### src/rtl/ecc_result_buffer_pkg.sv
`default_nettype none
// ============================================================================
// Module  : ecc_result_buffer_pkg
// Purpose : Shared definitions for the PROM ECC result path. Defines word
//           widths, the packed FIFO entry layout and the status bit positions.
// Config  : ECC_RBUF_PARITY_EN - when defined, the parity word is carried in
//           every entry (26-bit entry). Otherwise the entry is 14 bits.
// Layout  : [ENTRY_W-1] = VALID, [ENTRY_W-2] = CORUPT, then data, then parity
//           (parity present only in the parity build).
// Revision: 1.0 - initial release
// ============================================================================
package ecc_result_buffer_pkg;

    localparam int c_ECC_DW = 12;
    localparam int c_ECC_PW = 12;

`ifdef ECC_RBUF_PARITY_EN
    localparam int c_ENTRY_W = 2 + c_ECC_DW + c_ECC_PW;
`else
    localparam int c_ENTRY_W = 2 + c_ECC_DW;
`endif

    localparam int c_ST_VALID_B  = c_ENTRY_W - 1;
    localparam int c_ST_CORUPT_B = c_ENTRY_W - 2;
    localparam int c_DATA_LSB    = c_ENTRY_W - 2 - c_ECC_DW;

endpackage : ecc_result_buffer_pkg
`default_nettype wire

### src/rtl/ecc_rbuf_fifo.sv
`default_nettype none
// ============================================================================
// Module  : ecc_rbuf_fifo
// Purpose : First-word-fall-through synchronous FIFO. Storage is a register
//           array with an asynchronous read of the head entry, so a word
//           written into an empty FIFO is visible right after its write edge.
// Ports   : clk, rst (sync, active-high)
//           wr, din      - write request / entry; accepted when not full or
//                          when a pop happens in the same cycle
//           rd           - pop request; ignored while empty
//           dout         - head entry (don't-care while empty)
//           full, empty  - occupancy flags
//           level        - occupancy, 0..DEPTH
// Revision: 1.0 - initial release
// ============================================================================
module ecc_rbuf_fifo #(
    parameter int WIDTH = 14,
    parameter int DEPTH = 16
) (
    input  logic                       clk,
    input  logic                       rst,
    input  logic                       wr,
    input  logic [WIDTH-1:0]           din,
    input  logic                       rd,
    output logic [WIDTH-1:0]           dout,
    output logic                       full,
    output logic                       empty,
    output logic [$clog2(DEPTH):0]     level
);

    localparam int             c_AW       = $clog2(DEPTH);
    localparam logic [c_AW:0]  c_FULL_LVL = (c_AW+1)'(DEPTH);

    logic [WIDTH-1:0] r_mem [DEPTH];
    logic [c_AW-1:0]  r_wptr;
    logic [c_AW-1:0]  r_rptr;
    logic [c_AW:0]    r_level;

    logic w_pop;
    logic w_push;

    assign w_pop  = rd && (r_level != '0);
    // A pop in the same cycle frees the slot, so a full FIFO can still accept.
    assign w_push = wr && ((r_level != c_FULL_LVL) || w_pop);

    always_ff @(posedge clk) begin
        if (rst) begin
            r_wptr  <= '0;
            r_rptr  <= '0;
            r_level <= '0;
        end else begin
            // DEPTH is a power of two, so pointers wrap naturally.
            if (w_push) r_wptr <= r_wptr + 1'b1;
            if (w_pop)  r_rptr <= r_rptr + 1'b1;
            case ({w_push, w_pop})
                2'b10:   r_level <= r_level + 1'b1;
                2'b01:   r_level <= r_level - 1'b1;
                default: r_level <= r_level;
            endcase
        end
    end

    // Storage needs no reset: contents are only observed when level != 0.
    always_ff @(posedge clk) begin
        if (w_push) r_mem[r_wptr] <= din;
    end

    assign dout  = r_mem[r_rptr];
    assign full  = (r_level == c_FULL_LVL);
    assign empty = (r_level == '0);
    assign level = r_level;

endmodule : ecc_rbuf_fifo
`default_nettype wire

### src/rtl/ecc_result_buffer.sv
`default_nettype none
// ============================================================================
// Module  : ecc_result_buffer
// Purpose : Buffers strobed ECC decode results (data, optional parity and
//           VALID/CORUPT status) in a FWFT FIFO for the PROM readback
//           consumer, keeps saturating corrected / uncorrectable counts and a
//           sticky overflow flag for strobes dropped while full.
// Config  : ECC_RBUF_PARITY_EN - store PIN and present it on POUT; otherwise
//           PIN is ignored and POUT reads 12'h000.
// Ports   : CLK, RST (sync, active-high)
//           STB, DIN, PIN, VLD_IN, CORUPT_IN - decode result input
//           RD_EN     - consumer pop (effective only when DOUT_VLD)
//           CLR_CNT   - clears CORR_CNT, UNCOR_CNT and OVFL
//           DOUT, POUT, ST_VALID, ST_CORUPT - head entry
//           DOUT_VLD, FULL, LEVEL           - FIFO status
//           CORR_CNT, UNCOR_CNT, OVFL       - error statistics
// Revision: 1.0 - initial release
// ============================================================================
module ecc_result_buffer
    import ecc_result_buffer_pkg::*;
#(
    parameter int DEPTH = 16,
    parameter int CNT_W = 16
) (
    input  logic                    CLK,
    input  logic                    RST,
    input  logic                    STB,
    input  logic [11:0]             DIN,
    input  logic [11:0]             PIN,
    input  logic                    VLD_IN,
    input  logic                    CORUPT_IN,
    input  logic                    RD_EN,
    input  logic                    CLR_CNT,
    output logic [11:0]             DOUT,
    output logic [11:0]             POUT,
    output logic                    DOUT_VLD,
    output logic                    ST_VALID,
    output logic                    ST_CORUPT,
    output logic                    FULL,
    output logic [$clog2(DEPTH):0]  LEVEL,
    output logic [CNT_W-1:0]        CORR_CNT,
    output logic [CNT_W-1:0]        UNCOR_CNT,
    output logic                    OVFL
);

    localparam int               c_AW      = $clog2(DEPTH);
    localparam logic [CNT_W-1:0] c_CNT_MAX = {CNT_W{1'b1}};

    logic [c_ENTRY_W-1:0] w_wr_entry;
    logic [c_ENTRY_W-1:0] w_head;
    logic                 w_empty;
    logic                 w_pop;
    logic                 w_drop;
    logic [c_AW:0]        w_level;

    logic [CNT_W-1:0]     r_corr_cnt;
    logic [CNT_W-1:0]     r_uncor_cnt;
    logic                 r_ovfl;

`ifdef ECC_RBUF_PARITY_EN
    assign w_wr_entry = {VLD_IN, CORUPT_IN, DIN, PIN};
    assign POUT       = w_head[c_ECC_PW-1:0];
`else
    logic w_unused_pin;
    assign w_wr_entry   = {VLD_IN, CORUPT_IN, DIN};
    assign POUT         = 12'h000;
    assign w_unused_pin = ^PIN;
`endif

    ecc_rbuf_fifo #(
        .WIDTH (c_ENTRY_W),
        .DEPTH (DEPTH)
    ) u_fifo (
        .clk   (CLK),
        .rst   (RST),
        .wr    (STB),
        .din   (w_wr_entry),
        .rd    (RD_EN),
        .dout  (w_head),
        .full  (FULL),
        .empty (w_empty),
        .level (w_level)
    );

    // Same-cycle pop makes room, so only a strobe into a full, non-draining
    // FIFO is lost.
    assign w_pop  = RD_EN && !w_empty;
    assign w_drop = STB && FULL && !w_pop;

    always_ff @(posedge CLK) begin
        if (RST || CLR_CNT) begin
            r_corr_cnt  <= '0;
            r_uncor_cnt <= '0;
            r_ovfl      <= 1'b0;
        end else begin
            // Counters see every strobe, including ones that get dropped.
            if (STB && VLD_IN && CORUPT_IN && (r_corr_cnt != c_CNT_MAX))
                r_corr_cnt <= r_corr_cnt + 1'b1;
            if (STB && !VLD_IN && (r_uncor_cnt != c_CNT_MAX))
                r_uncor_cnt <= r_uncor_cnt + 1'b1;
            if (w_drop)
                r_ovfl <= 1'b1;
        end
    end

    assign DOUT      = w_head[c_DATA_LSB +: c_ECC_DW];
    assign ST_VALID  = w_head[c_ST_VALID_B];
    assign ST_CORUPT = w_head[c_ST_CORUPT_B];
    assign DOUT_VLD  = !w_empty;
    assign LEVEL     = w_level;
    assign CORR_CNT  = r_corr_cnt;
    assign UNCOR_CNT = r_uncor_cnt;
    assign OVFL      = r_ovfl;

endmodule : ecc_result_buffer
`default_nettype wire

### config.mk
export PLATFORM = sky130hd
export DESIGN_NAME = ecc_result_buffer
export DESIGN_NICKNAME = d
export VERILOG_FILES = /design/src/rtl/ecc_result_buffer_pkg.sv /design/src/rtl/ecc_rbuf_fifo.sv /design/src/rtl/ecc_result_buffer.sv
export SDC_FILE = /design/constraint.sdc
export NUM_CORES = 1
export LEC_CHECK = 0
export CAP_MARGIN = 20
export CELL_PAD_IN_SITES_DETAIL_PLACEMENT = 2
export CELL_PAD_IN_SITES_GLOBAL_PLACEMENT = 2
export CORE_ASPECT_RATIO = 1.5
export CORE_MARGIN = 5
export CORE_UTILIZATION = 41
export CTS_CLUSTER_DIAMETER = 100
export DETAILED_ROUTE_END_ITERATION = 12
export PLACE_DENSITY = 0.74
export SLEW_MARGIN = 15
export SYNTH_ARGS = -nofsm -noshare
export SYNTH_HDL_FRONTEND = slang
export SYNTH_SLANG_ARGS = --single-unit
### constraint.sdc
create_clock -name CLK -period 2.9 [get_ports CLK]
set_input_delay 0.435 -clock CLK [delete_from_list [all_inputs] [get_ports CLK]]
set_output_delay 0.435 -clock CLK [all_outputs]
set_load 0.005 [all_outputs]
==> impl_metrics.env <==
export IMPL_synthMuxAreaShare_pct=14.9
export IMPL_vias_per_cell=5.57
export IMPL_die_h_um=211
export IMPL_p_per_area_nw_per_um2=736
export IMPL_p_leak_nw=4.32
export IMPL_crit_buf_inv=4
export IMPL_grt_antenna_before_repair=0
export IMPL_synth_compound_area_share_pct=2.34
export IMPL_nFillCells=2376
export IMPL_peakVddDrop_uv=601
export IMPL_clockBufferDepth=3
export IMPL_required_ns=2.47
export IMPL_cts_tree="done"
export IMPL_drt_first_pass_iters=4
export IMPL_relSlewSlack_pct=28.2
export IMPL_synth_simple_area_share_pct=6.99
export IMPL_grt_overflow=0
export IMPL_placed_area_um2=12400
export IMPL_rows=73
export IMPL_cts_max_level=1
export IMPL_grt_pass1_wl_mm=46.7
export IMPL_synth_distinct_cells=51
export IMPL_rsz0062_at_grt="true"
export IMPL_synthXorXnorAreaFrac_pct=2.61
export IMPL_syn_area_per_cell_um2=17.5
export IMPL_synth_ff_type="edfxtp_1"
export IMPL_place_congestion=0.742
export IMPL_drc=0
export IMPL_port_buffers=72
export IMPL_crit_arrival_ns=2.49
export IMPL_setup_ws_ns=-0.0290
export IMPL_antenna_cells=0
export IMPL_violations="setup timing"
export IMPL_dieWidth_um=144
export IMPL_design_area_um2=13500
export IMPL_path_max_fanout=8
export IMPL_finalCriticalPeriod_ns=2.93
export IMPL_finalSetupViolCount=1
export IMPL_track_usage_pct=20.7
export IMPL_path_cells="buf_12 > buf_12 > buf_6 > mux4_2 > mux4_2 > buf_6"
export IMPL_grt_pass1_vias=7150
export IMPL_clock_latency_ns=0.54
export IMPL_critPathSlowestCell="mux4_2"
export IMPL_synth_top_family_by_area="multiplexers"
export IMPL_max_cap_violations=0
export IMPL_cpPeakStageDelay_ns=0.53
export IMPL_cts_sinks=274
export IMPL_cts_root_buf="clkbuf_16"
export IMPL_worst_pin_slew_ns=1.08
export IMPL_path_depth=6
export IMPL_synth_edf_count=224
export IMPL_fin_util_pct=50.7
export IMPL_cts_clk_slew_worst_paths_ns=0.06
export IMPL_final_common_cell="edfxtp_1"
export IMPL_fin_crit_sh_pct=101
export IMPL_crit_type="reg -> out"
export IMPL_antenna_left=0
export IMPL_finalHoldViolCount=0
export IMPL_initial_utilization_pct=41.7
export IMPL_syn_area_um2=11100
export IMPL_drive_above_1_share_pct=25.0
export IMPL_startpoint_type="flip-flop"
export IMPL_finalClockSkew_ns=0.0153
export IMPL_ys_ff_latch=274
export IMPL_min_path_cells=2
export IMPL_maxSlewViolCount=0
export IMPL_cp_end_kind="output port"
export IMPL_ioPinCount=97
export IMPL_synth_warnings=0
export IMPL_vias=6188
export IMPL_finalNetCount=793
export IMPL_syn2layout_area_growth_pct=21.5
export IMPL_die_area_um2=30500
export IMPL_cp_top_family="multiplexers"
export IMPL_synth_cells=633
export IMPL_grt_max_degree=57
export IMPL_synthAdderAreaFrac_pct=1.02
export IMPL_hp_class="reg -> reg"
export IMPL_core_um2=26600
export IMPL_postSynth_asyncResetShare_pct=0
export IMPL_reg2regPathDepth=8
export IMPL_status="complete, but fails checks"
export IMPL_wl_per_cell_um=27.6
export IMPL_dpl_hpwl_mm=18.7
export IMPL_wl_mm=30.6
export IMPL_ys_seq_area_share_pct=69.7
export IMPL_dr_first_iter_drc_count=325
export IMPL_cts_buffers=27
export IMPL_final_cell_mix="edfxtp_1 (224), mux4_2 (70), clkdlybuf4s50_1 (58), nor2_1 (54), dfxtp_1 (48)"
export IMPL_max_freq_mhz=341
## worst reg2reg max path: stages (launching register included)
cell      delay [ns]
dfxtp_1         0.39
nor4_2          0.50
a21oi_1         0.15
mux2_2          0.28
ha_1            0.23
o31ai_1         0.21
o211ai_1        0.12
nand3_1         0.10
mux2_2          0.33
## state kept, by name, indices dropped and copies added (netlist names), named ones only
| signal | count |
|---|---|
| u_fifo.r_mem | 224 |
| CORR_CNT | 16 |
| UNCOR_CNT | 16 |
| u_fifo.level | 5 |
| u_fifo.r_rptr | 4 |
| u_fifo.r_wptr | 4 |
| OVFL | 1 |
## metrics by stage
step                hold slack (ns)  TNS (ns)  cells  total power, mW  worst slack, ns
floorplan                     0.452         0    644             5.65            0.355
global placement              0.470         0   1042             6.26           0.0909
detailed placement            0.464         0   1042             6.36            0.127
CTS                           0.491    -0.192   1109             10.1          -0.0710
global route                  0.542    -0.210   1110             10.4          -0.0857
finish                        0.482   -0.0290   1110             9.92          -0.0290
## layer usage
layer	GRT usage [%]	vias up	wire length, µm
met3	3.48	42	1450
met2	38.0	173	17000
met1	24.8	3259	11400
met5	0	-	0
li1	-	2714	-
met4	5.83	0	731
## area by class of cell
type | instances | area (µm²) | share of cell area, %
multi-input combinational | 319 | 3160 | 23.4
inverter | 10 | 37.5 | 0.279
sequential | 274 | 7730 | 57.4
tap | 337 | 422 | 3.13
clock inverter | 13 | 128 | 0.947
timing repair buffer | 121 | 1250 | 9.32
clock buffer | 36 | 739 | 5.49
## synth_stat cells (6+ instances only)
library cell	count	share of area, %
edfxtp_1	224	61
mux4_2	70	14
nor2_1	54	1.8
dfxtp_1	50	9.0
xnor2_1	27	2.1
nand2_1	21	0.71
a21oi_1	19	0.86
buf_4	18	1.2
nand3_1	16	0.72
clkbuf_1	11	0.37
nand4_1	11	0.62
inv_1	10	0.34
ha_1	9	1.0
nor3_1	8	0.36
and3_1	7	0.39
and2_1	6	0.34
buf_1	6	0.20
xor2_1	6	0.47
## worst paths after layout
path | end | start | slack [ns]
worst max register to register | u_fifo.level[4]$_SDFFE_PP0P_ | u_fifo.level[1]$_SDFFE_PP0P_ | 0.48
worst min register to register | OVFL$_SDFFE_PP0P_ | OVFL$_SDFFE_PP0P_ | 0.48
worst max-delay path | DOUT[0] | flip-flop | -0.03
worst min-delay path | OVFL$_SDFFE_PP0P_ | OVFL$_SDFFE_PP0P_ | 0.48
## power breakdown
group / switching, mW / internal [mW]
logic: 0.863 / 1.11
registers: 0.114 / 4.38
clock network: 1.48 / 1.97
total: 2.46 / 7.46
## what timing repair did
item	in CTS	in global routing
buffers inserted	16	3
gates resized for setup	55	11
hold buffers	0	0
gates cloned	3	0
endpoints found under the setup margin	14	11
## cell families (layout without fill, tap and decap cells)
logic type / count (synthesis) / after routing
xor gates and xnor gates: 33 / 33
and+or+nand+nor: 149 / 149
buffers and inverters: 51 / 180
muxes: 77 / 77
other: 1 / 12
DFF: 274 / 274
adders and majority gates: 9 / 9
AOI/OAI and AO/OA: 39 / 39
Power figures use the tool's default switching activity.
